[config.mk]
export PLATFORM = sky130hd
export DESIGN_NAME = writeback_arbiter
export DESIGN_NICKNAME = d
export VERILOG_FILES = /design/src/rtl/wb_arb_pkg.sv /design/src/rtl/wb_result_fifo.sv /design/src/rtl/writeback_arbiter.sv
export SDC_FILE = /design/constraint.sdc
export NUM_CORES = 1
export LEC_CHECK = 0
export CORE_MARGIN = 5
export CORE_UTILIZATION = 45
export DETAILED_ROUTE_END_ITERATION = 10
export GPL_TIMING_DRIVEN = 1
export PLACE_DENSITY_LB_ADDON = 0.08
export SYNTH_ARGS = -nofsm -noshare
export SYNTH_HDL_FRONTEND = slang
export SYNTH_SLANG_ARGS = --single-unit
[constraint.sdc]
create_clock -name clk -period 5.45 [get_ports clk]
set_clock_uncertainty 0.15 [all_clocks]
set_input_delay 0.8175 -clock clk [delete_from_list [all_inputs] [get_ports clk]]
set_output_delay 0.8175 -clock clk [all_outputs]
set_load 0.01 [all_outputs]
[src/rtl/wb_arb_pkg.sv]
// Shared types for the register-file writeback arbiter.
//   REG_ADDR_W : register index width
//   WB_DATA_W  : data width carried by a buffered long-latency result
//   wb_entry_t : one buffered long-latency result {rd, data}
//   wb_grant_e : which source owns the write port this cycle
package wb_arb_pkg;

   localparam int unsigned REG_ADDR_W = 5;
   localparam int unsigned WB_DATA_W  = 32;

   typedef struct packed {
      logic [REG_ADDR_W-1:0] rd;
      logic [WB_DATA_W-1:0]  data;
   } wb_entry_t;

   typedef enum logic [1:0] {
      GNT_NONE,
      GNT_PIPE,
      GNT_FIFO,
      GNT_BYPASS
   } wb_grant_e;

endpackage

[src/rtl/wb_result_fifo.sv]
// In-order buffer for long-latency unit results awaiting the write port.
// Ports:
//   clk, rst_n         : clock, asynchronous active-low reset (clears contents)
//   push, push_entry   : enqueue one entry (ignored when full)
//   pop                : dequeue the head (ignored when empty)
//   full, empty, head  : occupancy flags and oldest entry
//   entry_valid/rd     : per-slot valid flag and destination, for hazard compares
module wb_result_fifo
   import wb_arb_pkg::*;
#(
   parameter int unsigned DEPTH = 2
) (
   input  logic                             clk,
   input  logic                             rst_n,
   input  logic                             push,
   input  wb_entry_t                        push_entry,
   input  logic                             pop,
   output logic                             full,
   output logic                             empty,
   output wb_entry_t                        head,
   output logic [DEPTH-1:0]                 entry_valid,
   output logic [DEPTH-1:0][REG_ADDR_W-1:0] entry_rd
);

   localparam int unsigned AW = $clog2(DEPTH);
   localparam int unsigned CW = AW + 1;

   wb_entry_t       mem_q [DEPTH];
   wb_entry_t       mem_d [DEPTH];
   logic [AW-1:0]   wr_ptr_q, wr_ptr_d;
   logic [AW-1:0]   rd_ptr_q, rd_ptr_d;
   logic [CW-1:0]   count_q,  count_d;
   logic            push_ok, pop_ok;

   assign full    = (count_q == CW'(DEPTH));
   assign empty   = (count_q == '0);
   assign head    = mem_q[rd_ptr_q];
   assign push_ok = push && !full;
   assign pop_ok  = pop && !empty;

   always_comb begin
      mem_d    = mem_q;
      wr_ptr_d = wr_ptr_q;
      rd_ptr_d = rd_ptr_q;
      if (push_ok) begin
         mem_d[wr_ptr_q] = push_entry;
         wr_ptr_d        = wr_ptr_q + 1'b1;
      end
      if (pop_ok) begin
         rd_ptr_d = rd_ptr_q + 1'b1;
      end
      count_d = count_q + CW'(push_ok) - CW'(pop_ok);
   end

   // A slot is live when its distance from the read pointer (mod DEPTH)
   // is below the occupancy count.
   always_comb begin
      entry_valid = '0;
      entry_rd    = '0;
      for (int unsigned i = 0; i < DEPTH; i++) begin
         entry_valid[i] = CW'(AW'(AW'(i) - rd_ptr_q)) < count_q;
         entry_rd[i]    = mem_q[i].rd;
      end
   end

   always_ff @(posedge clk or negedge rst_n) begin
      if (!rst_n) begin
         wr_ptr_q <= '0;
         rd_ptr_q <= '0;
         count_q  <= '0;
         for (int unsigned i = 0; i < DEPTH; i++) begin
            mem_q[i] <= '0;
         end
      end else begin
         wr_ptr_q <= wr_ptr_d;
         rd_ptr_q <= rd_ptr_d;
         count_q  <= count_d;
         for (int unsigned i = 0; i < DEPTH; i++) begin
            mem_q[i] <= mem_d[i];
         end
      end
   end

endmodule

[src/rtl/writeback_arbiter.sv]
// Shares the register-file write port between the W pipeline stage and a
// long-latency (mul/div) unit. LU results are buffered in a small FIFO; a
// starvation counter forces the FIFO head onto the port, stalling W.
// Ports:
//   clk, rst_n                    : clock, asynchronous active-low reset
//   pipe_we/pipe_rd/pipe_data     : W-stage write request
//   lu_valid/lu_ready/lu_rd/lu_data : LU result handshake
//   stall_w                       : freeze W and upstream this cycle
//   rf_we/rf_addr/rf_wdata        : register-file write port
//   q_rs1/q_rs2 -> busy_rs1/busy_rs2 : pending-LU-write hazard queries
// Option: define WB_ARB_BYPASS_EN to write an LU result straight to the port
// when the FIFO is empty and W is not writing.
module writeback_arbiter
   import wb_arb_pkg::*;
#(
   parameter int unsigned WIDTH        = 32,
   parameter int unsigned FIFO_DEPTH   = 2,
   parameter int unsigned STARVE_LIMIT = 4
) (
   input  logic                  clk,
   input  logic                  rst_n,
   input  logic                  pipe_we,
   input  logic [REG_ADDR_W-1:0] pipe_rd,
   input  logic [WIDTH-1:0]      pipe_data,
   input  logic                  lu_valid,
   output logic                  lu_ready,
   input  logic [REG_ADDR_W-1:0] lu_rd,
   input  logic [WIDTH-1:0]      lu_data,
   output logic                  stall_w,
   output logic                  rf_we,
   output logic [REG_ADDR_W-1:0] rf_addr,
   output logic [WIDTH-1:0]      rf_wdata,
   input  logic [REG_ADDR_W-1:0] q_rs1,
   input  logic [REG_ADDR_W-1:0] q_rs2,
   output logic                  busy_rs1,
   output logic                  busy_rs2
);

   localparam int unsigned SW = $clog2(STARVE_LIMIT + 1);

   logic                                 pipe_req;
   logic                                 fifo_full, fifo_empty;
   logic                                 fifo_push, fifo_pop;
   logic                                 force_fifo, bypass;
   wb_entry_t                            fifo_head, lu_entry;
   logic [FIFO_DEPTH-1:0]                entry_valid;
   logic [FIFO_DEPTH-1:0][REG_ADDR_W-1:0] entry_rd;
   wb_grant_e                            grant;
   logic [SW-1:0]                        starve_q, starve_d;

   // Writes to x0 never occupy the port.
   assign pipe_req = pipe_we && (pipe_rd != '0);
   assign lu_ready = !fifo_full;

`ifdef WB_ARB_BYPASS_EN
   assign bypass = fifo_empty && !pipe_req && lu_valid && (lu_rd != '0);
`else
   assign bypass = 1'b0;
`endif

   // Entry data is fixed at WB_DATA_W; casts adapt it to WIDTH.
   assign lu_entry.rd   = lu_rd;
   assign lu_entry.data = WB_DATA_W'(lu_data);

   // rd==0 results are accepted but dropped; no same-cycle pass-through when full.
   assign fifo_push  = lu_valid && lu_ready && (lu_rd != '0) && !bypass;
   assign fifo_pop   = (grant == GNT_FIFO);
   assign force_fifo = !fifo_empty && ((starve_q == SW'(STARVE_LIMIT)) || fifo_full);

   wb_result_fifo #(
      .DEPTH (FIFO_DEPTH)
   ) u_fifo (
      .clk         (clk),
      .rst_n       (rst_n),
      .push        (fifo_push),
      .push_entry  (lu_entry),
      .pop         (fifo_pop),
      .full        (fifo_full),
      .empty       (fifo_empty),
      .head        (fifo_head),
      .entry_valid (entry_valid),
      .entry_rd    (entry_rd)
   );

   always_comb begin
      grant   = GNT_NONE;
      stall_w = 1'b0;
      if (force_fifo) begin
         grant   = GNT_FIFO;
         stall_w = pipe_req;
      end else if (pipe_req) begin
         grant = GNT_PIPE;
      end else if (!fifo_empty) begin
         grant = GNT_FIFO;
      end else if (bypass) begin
         grant = GNT_BYPASS;
      end
   end

   always_comb begin
      rf_we    = 1'b0;
      rf_addr  = '0;
      rf_wdata = '0;
      unique case (grant)
         GNT_PIPE: begin
            rf_we    = 1'b1;
            rf_addr  = pipe_rd;
            rf_wdata = pipe_data;
         end
         GNT_FIFO: begin
            rf_we    = 1'b1;
            rf_addr  = fifo_head.rd;
            rf_wdata = WIDTH'(fifo_head.data);
         end
         GNT_BYPASS: begin
            rf_we    = 1'b1;
            rf_addr  = lu_rd;
            rf_wdata = lu_data;
         end
         default: ;
      endcase
      // W may still present a request while reset is held; suppress it.
      if (!rst_n) begin
         rf_we = 1'b0;
      end
   end

   always_comb begin
      starve_d = starve_q;
      if (fifo_empty || (grant == GNT_FIFO)) begin
         starve_d = '0;
      end else if (starve_q != SW'(STARVE_LIMIT)) begin
         starve_d = starve_q + 1'b1;
      end
   end

   always_ff @(posedge clk or negedge rst_n) begin
      if (!rst_n) begin
         starve_q <= '0;
      end else begin
         starve_q <= starve_d;
      end
   end

   always_comb begin
      busy_rs1 = 1'b0;
      busy_rs2 = 1'b0;
      for (int unsigned i = 0; i < FIFO_DEPTH; i++) begin
         if (entry_valid[i] && (q_rs1 != '0) && (entry_rd[i] == q_rs1)) busy_rs1 = 1'b1;
         if (entry_valid[i] && (q_rs2 != '0) && (entry_rd[i] == q_rs2)) busy_rs2 = 1'b1;
      end
   end

endmodule

### Word level (Yosys, flattened, before mapping)

Index checks and enable logic that the tools add are counted.

* add/subtract/negate cells: 7
* order comparisons: 5
* eq/ne operators: 10
* muxes and demuxes: 20
* bitwise gates (word level): 2
* reductions and logical operators: 26

Operators by type and width (number)
* $mux 37: 4
* $pmux 32 s3: 1
* $bwmux 74: 1
* $demux 37 s1: 1
* $eq 5x5->1: 4
* $reduce_bool 5->1: 4
* $logic_and 1x1->1: 15
* $pmux 5 s3: 1
* $mux 1: 7
* $eq 2x2->1 const B: 3
* $mux 2: 3
* $mux 3: 2
* $ge 2x2->1 const B: 2
* $lt 1x2->1: 2
* $not 1->2: 2
* $add 3x1->3 const B: 1
* $eq 3x3->1 const B: 1
* $ne 3x3->1 const B: 1
* $reduce_or 3->1: 1
* $add 1x1->1 const B: 2
* $add 2x1->2: 1
* $eq 2x1->1 const B: 1
* $logic_not 1->1: 2
* $logic_not 2->1: 1
* 5 further kinds: 7

* flip-flop bits (word level): 81
* input bits: 88
* output and inout port bits: 42
* word-level logic and storage cells: 78

### Depth between registers and ports, before layout

* depth after elaboration: 8
* mapped depth: 8

### Modules after synthesis

Synthesis repeated with hierarchy kept, for this count alone.

* cell total of the unflattened synthesis: 331
* area, all modules: 4573.1 µm²

By module, submodules not included
* wb_result_fifo: instances 1, cells an instance 228, area each 3684.8 µm²
* writeback_arbiter: instances 1, cells an instance 103, area each 888.4 µm²

### Worst setup path after synthesis

OpenSTA, ideal clock, no wires.

* kind: in2out
* start: input pipe_rd[1]
* end: output rf_addr[3]
* data arrival time: 2.141 ns
* required time: 4.483 ns
* path slack: 2.341 ns
* stages on the path: 6
* path buffers: 2
* cells stage by stage: or4_4 nor2_1 o22ai_1 buf_2 buf_6 o2bb2ai_1

* longest elaborated chain between the ends: 6
* elaborated cells between the ends (all ways): 8
* classes of those cells: 3 x eq/ne; 3 x mux; 2 x reduce/logical

Ends and longest elaborated chain
* start, declared: line writeback_arbiter.sv:23 `input logic [REG_ADDR_W-1:0] pipe_rd,`
* $reduce_bool 5->1 (*): line writeback_arbiter.sv:52 `assign pipe_req = pipe_we && (pipe_rd != '0);`
* $logic_and 1x1->1 (*): line writeback_arbiter.sv:52
* $mux 2 (*): line writeback_arbiter.sv:91 `end else if (pipe_req) begin`
* $mux 2 (*): line writeback_arbiter.sv:88 `if (force_fifo) begin`
* $eq 2x2->1 or $eq 2x1->1 (tied branches): line writeback_arbiter.sv:104 `unique case (grant)`
* $pmux 5 s3 (*): line writeback_arbiter.sv:104
* end, declared: line writeback_arbiter.sv:31 `output logic [REG_ADDR_W-1:0] rf_addr,`

Every way passes the cells marked *; elsewhere a longest branch is shown, timed or not.

### Worst setup path after layout

* start: input pipe_rd[0]
* end: output rf_wdata[6]

* longest elaborated chain between the ends: 6
* elaborated cells between the ends (all ways): 8
* classes of those cells: 3 x eq/ne; 3 x mux; 2 x reduce/logical

Ends and longest elaborated chain
* $reduce_bool 5->1 (*): line writeback_arbiter.sv:52
* $logic_and 1x1->1 (*): line writeback_arbiter.sv:52
* $mux 2 (*): line writeback_arbiter.sv:91
* $mux 2 (*): line writeback_arbiter.sv:88
* $eq 2x2->1 or $eq 2x1->1 (tied branches): line writeback_arbiter.sv:104
* $pmux 32 s3 (*): line writeback_arbiter.sv:104
* end, declared: line writeback_arbiter.sv:32 `output logic [WIDTH-1:0] rf_wdata,`

Marked as above.

==> run summary <==
Status: finished clean
Register area share after synthesis: 0.4644
Starting Density: 0.4549
Setup violations, final: 0
Least-Margin Pin Slew: 1.065 ns
R2r worst-path depth: 4
Most used DFF post-synth: dfrtp_1
Post-route cell area: 5906 um2
Post-layout nets: 529
Worst min-delay path endpoint: starve_q[0]
Area of the core: 9594 um2
Via density per instance: 5.198
Area grow syn2layout: 35.32%
TritonCTS Sinks: 81
Startpoint types: input port
Grt total ovfl: 0
Hold Violations, Final: 0
Hold Crit Depth: 1
Hold Path Origin: starve_q[0]
Maxcap violations: 0
Worst-path clk slew: 0.08 ns
Crit. End Element: output pin
Share of layout cells above drive strength 1: 0.2217
Fmax: 237.0 MHz
Post-synth top cells: dfrtp_1, mux2_2, mux2i_1
First-pass DRT Iterations: 4
PD cells: 549.6 nW/um2
DRC Markers: 0
# hold bufs at CTS: 0
CTS tree: yes
Setup Buffers After CTS: 0
DR vias: 2989
First-pass GRT wire length: 16050 um
Yosys warns: 0
PostCTS Resize Cnt: 0
Synth top area share: 0.4644
Mapped Area: 4364 um2
Initial antenna violation count: 0
Die W: 108.5 um
Top post-synthesis cells by area: dfrtp_1, mux2_2, mux2_4
Type of the tightest min-delay check: reg2reg
WHS: 0.3427 ns
Clock latency on the worst-skew pair: 0.34 ns
Largest area contributor in the netlist: dfrtp_1
I/O pin total: 130
Post-synth EDFFs: 0
Gr usage total: 0.1746
Top-count cell post-synth: dfrtp_1
Iter 0 DRT Violations: 88
Count of final max-slew check failures: 0
Vert. Die Dim: 108.5 um
Final period util: 0.7741
CTS Buffer Depth: 2
Minimum clock period: 4.219 ns
Worst endpoint required time: 4.48 ns
RSZ-0062 raised after global routing: no
Peak supply drop: 0.2575 mV
Drt total wl: 9846 um
Leak Pwr: 2.525 nW
CP arrival: 3.25 ns
GP Congestion: 0.8248
PortBufs: 129
Root cell of the clock tree: clkbuf_8
Routed WL per cell: 17.12 um
Max-slew headroom: 0.2901
Critical R2R Launch: u_fifo.count_q[0]
Final HPWL DP: 6781 um
Gate Count Post-Synth: 316
Die area: 11770 um2
Mean Syn Cell Area: 13.81 um2
Distinct cells, synth: 38
Placed instance area: 5664 um2
Final ANT Viol Nets: 0
Largest net degree at the start of global routing: 82
Critical path type: in2out
Post-synth ARST share: 1.000
Yosys reg bits: 81
Reg-to-reg slack, setup: 3.20 ns
Reg-to-reg endpoint: u_fifo.mem_q[38]
Vias in the first global route: 3199
Total CTS buffers: 9
Antenna cells: 0
CTS H-Tree Depth: 3
Crit Path Max Fanout: 38
Number of cell rows: 36
Syn_nets: 407
Setup TNS: 0 ns
-- cells in the final DEF (no fill, tap or decap), types with 2 or more instances in the layout --
cell type        count
or4_1                2
mux2_2              42
o211ai_1             2
mux2i_1             38
nand2_1              2
nand3_1              4
a21oi_1              4
mux2_4              30
mux2_1               2
o2bb2ai_1           37
clkbuf_8            10
nor2_1               5
dfrtp_1             80
ha_1                 3
buf_4                3
nor4_1               4
xnor2_1              8
inv_1                2
clkdlybuf4s50_1    128
xor2_1              15
bufinv_16            3
-- final cells by class --
class / instances / area [um2]
Fill cell: 801 / 3689
Multi-Input combinational cell: 213 / 2158
Sequential cell: 81 / 2028
Timing Repair Buffer: 131 / 1304
Tap cell: 133 / 166.4
Clock buffer: 10 / 137.6
Clock inverter: 5 / 103.9
Inverter: 2 / 7.507
-- where the power goes --
group / internal (mW) / total, mW / switching (mW)
logic: 0.957 / 1.57 / 0.610
registers: 0.902 / 1.15 / 0.251
clock network: 0.314 / 0.526 / 0.211
total: 2.17 / 3.25 / 1.07
-- per-layer routing --
layer,GRT usage,wire (um)
met1,0.2327,4409
met2,0.2816,4726
met3,0.04955,626
met4,0.04328,84
met5,0,0
-- worst max-delay path, stage by stage --
cell and delay (ns):
clkdlybuf4s50_1 0.44, or4_4 0.54, nor2_1 0.26, o22ai_4 0.35
o2bb2ai_1 0.26, clkdlybuf4s50_1 0.56
-- worst max path at each step --
| stage | from | to | slack, ns | depth (start not counted) |
|---|---|---|---|---|
| 3_3_place_gp | pipe_rd[1] | rf_wdata[8] | 1.27 | 6 |
| 6_report | pipe_rd[0] | rf_wdata[6] | 1.23 | 6 |
| 3_5_place_dp | pipe_rd[1] | rf_wdata[6] | 1.22 | 6 |
| 2_1_floorplan | pipe_rd[1] | rf_addr[3] | 2.34 | 6 |
| 4_1_cts | pipe_rd[1] | rf_wdata[6] | 1.19 | 6 |
| 5_1_grt | pipe_rd[1] | rf_addr[2] | 1.05 | 6 |
-- state kept, by name (all words and copies together), names as in the netlist --
name,flops
u_fifo.entry_rd,10
u_fifo.rd_ptr_q,1
u_fifo.mem_q,64
starve_q,3
u_fifo.wr_ptr_q,1
u_fifo.count_q,2
-- cells by family (layout without fill, tap and decap cells) --
kind of cell,Yosys count,after routing,synth area share
and+or+nand+nor,27,27,0.03756
muxes,112,112,0.3039
DFF,81,81,0.4644
buffers and inverters,22,148,0.04587
adders and majority gates,3,3,0.008602
AOI/OAI and AO/OA,48,48,0.09346
xor gates and xnor gates,23,23,0.04616
-- stage by stage --
stage          power (mW)  setup slack (ns)    util  cells
2_1_floorplan       2.190             2.341       -    316
5_1_grt             3.482             1.053  0.6155    575
4_1_cts             3.295             1.193  0.6155    575
3_3_place_gp        2.719             1.274  0.5904    560
3_5_place_dp        2.753             1.222  0.5904    560
6_report            3.246             1.231  0.6155    575
Note: power is estimated with default switching activity, not from simulation.
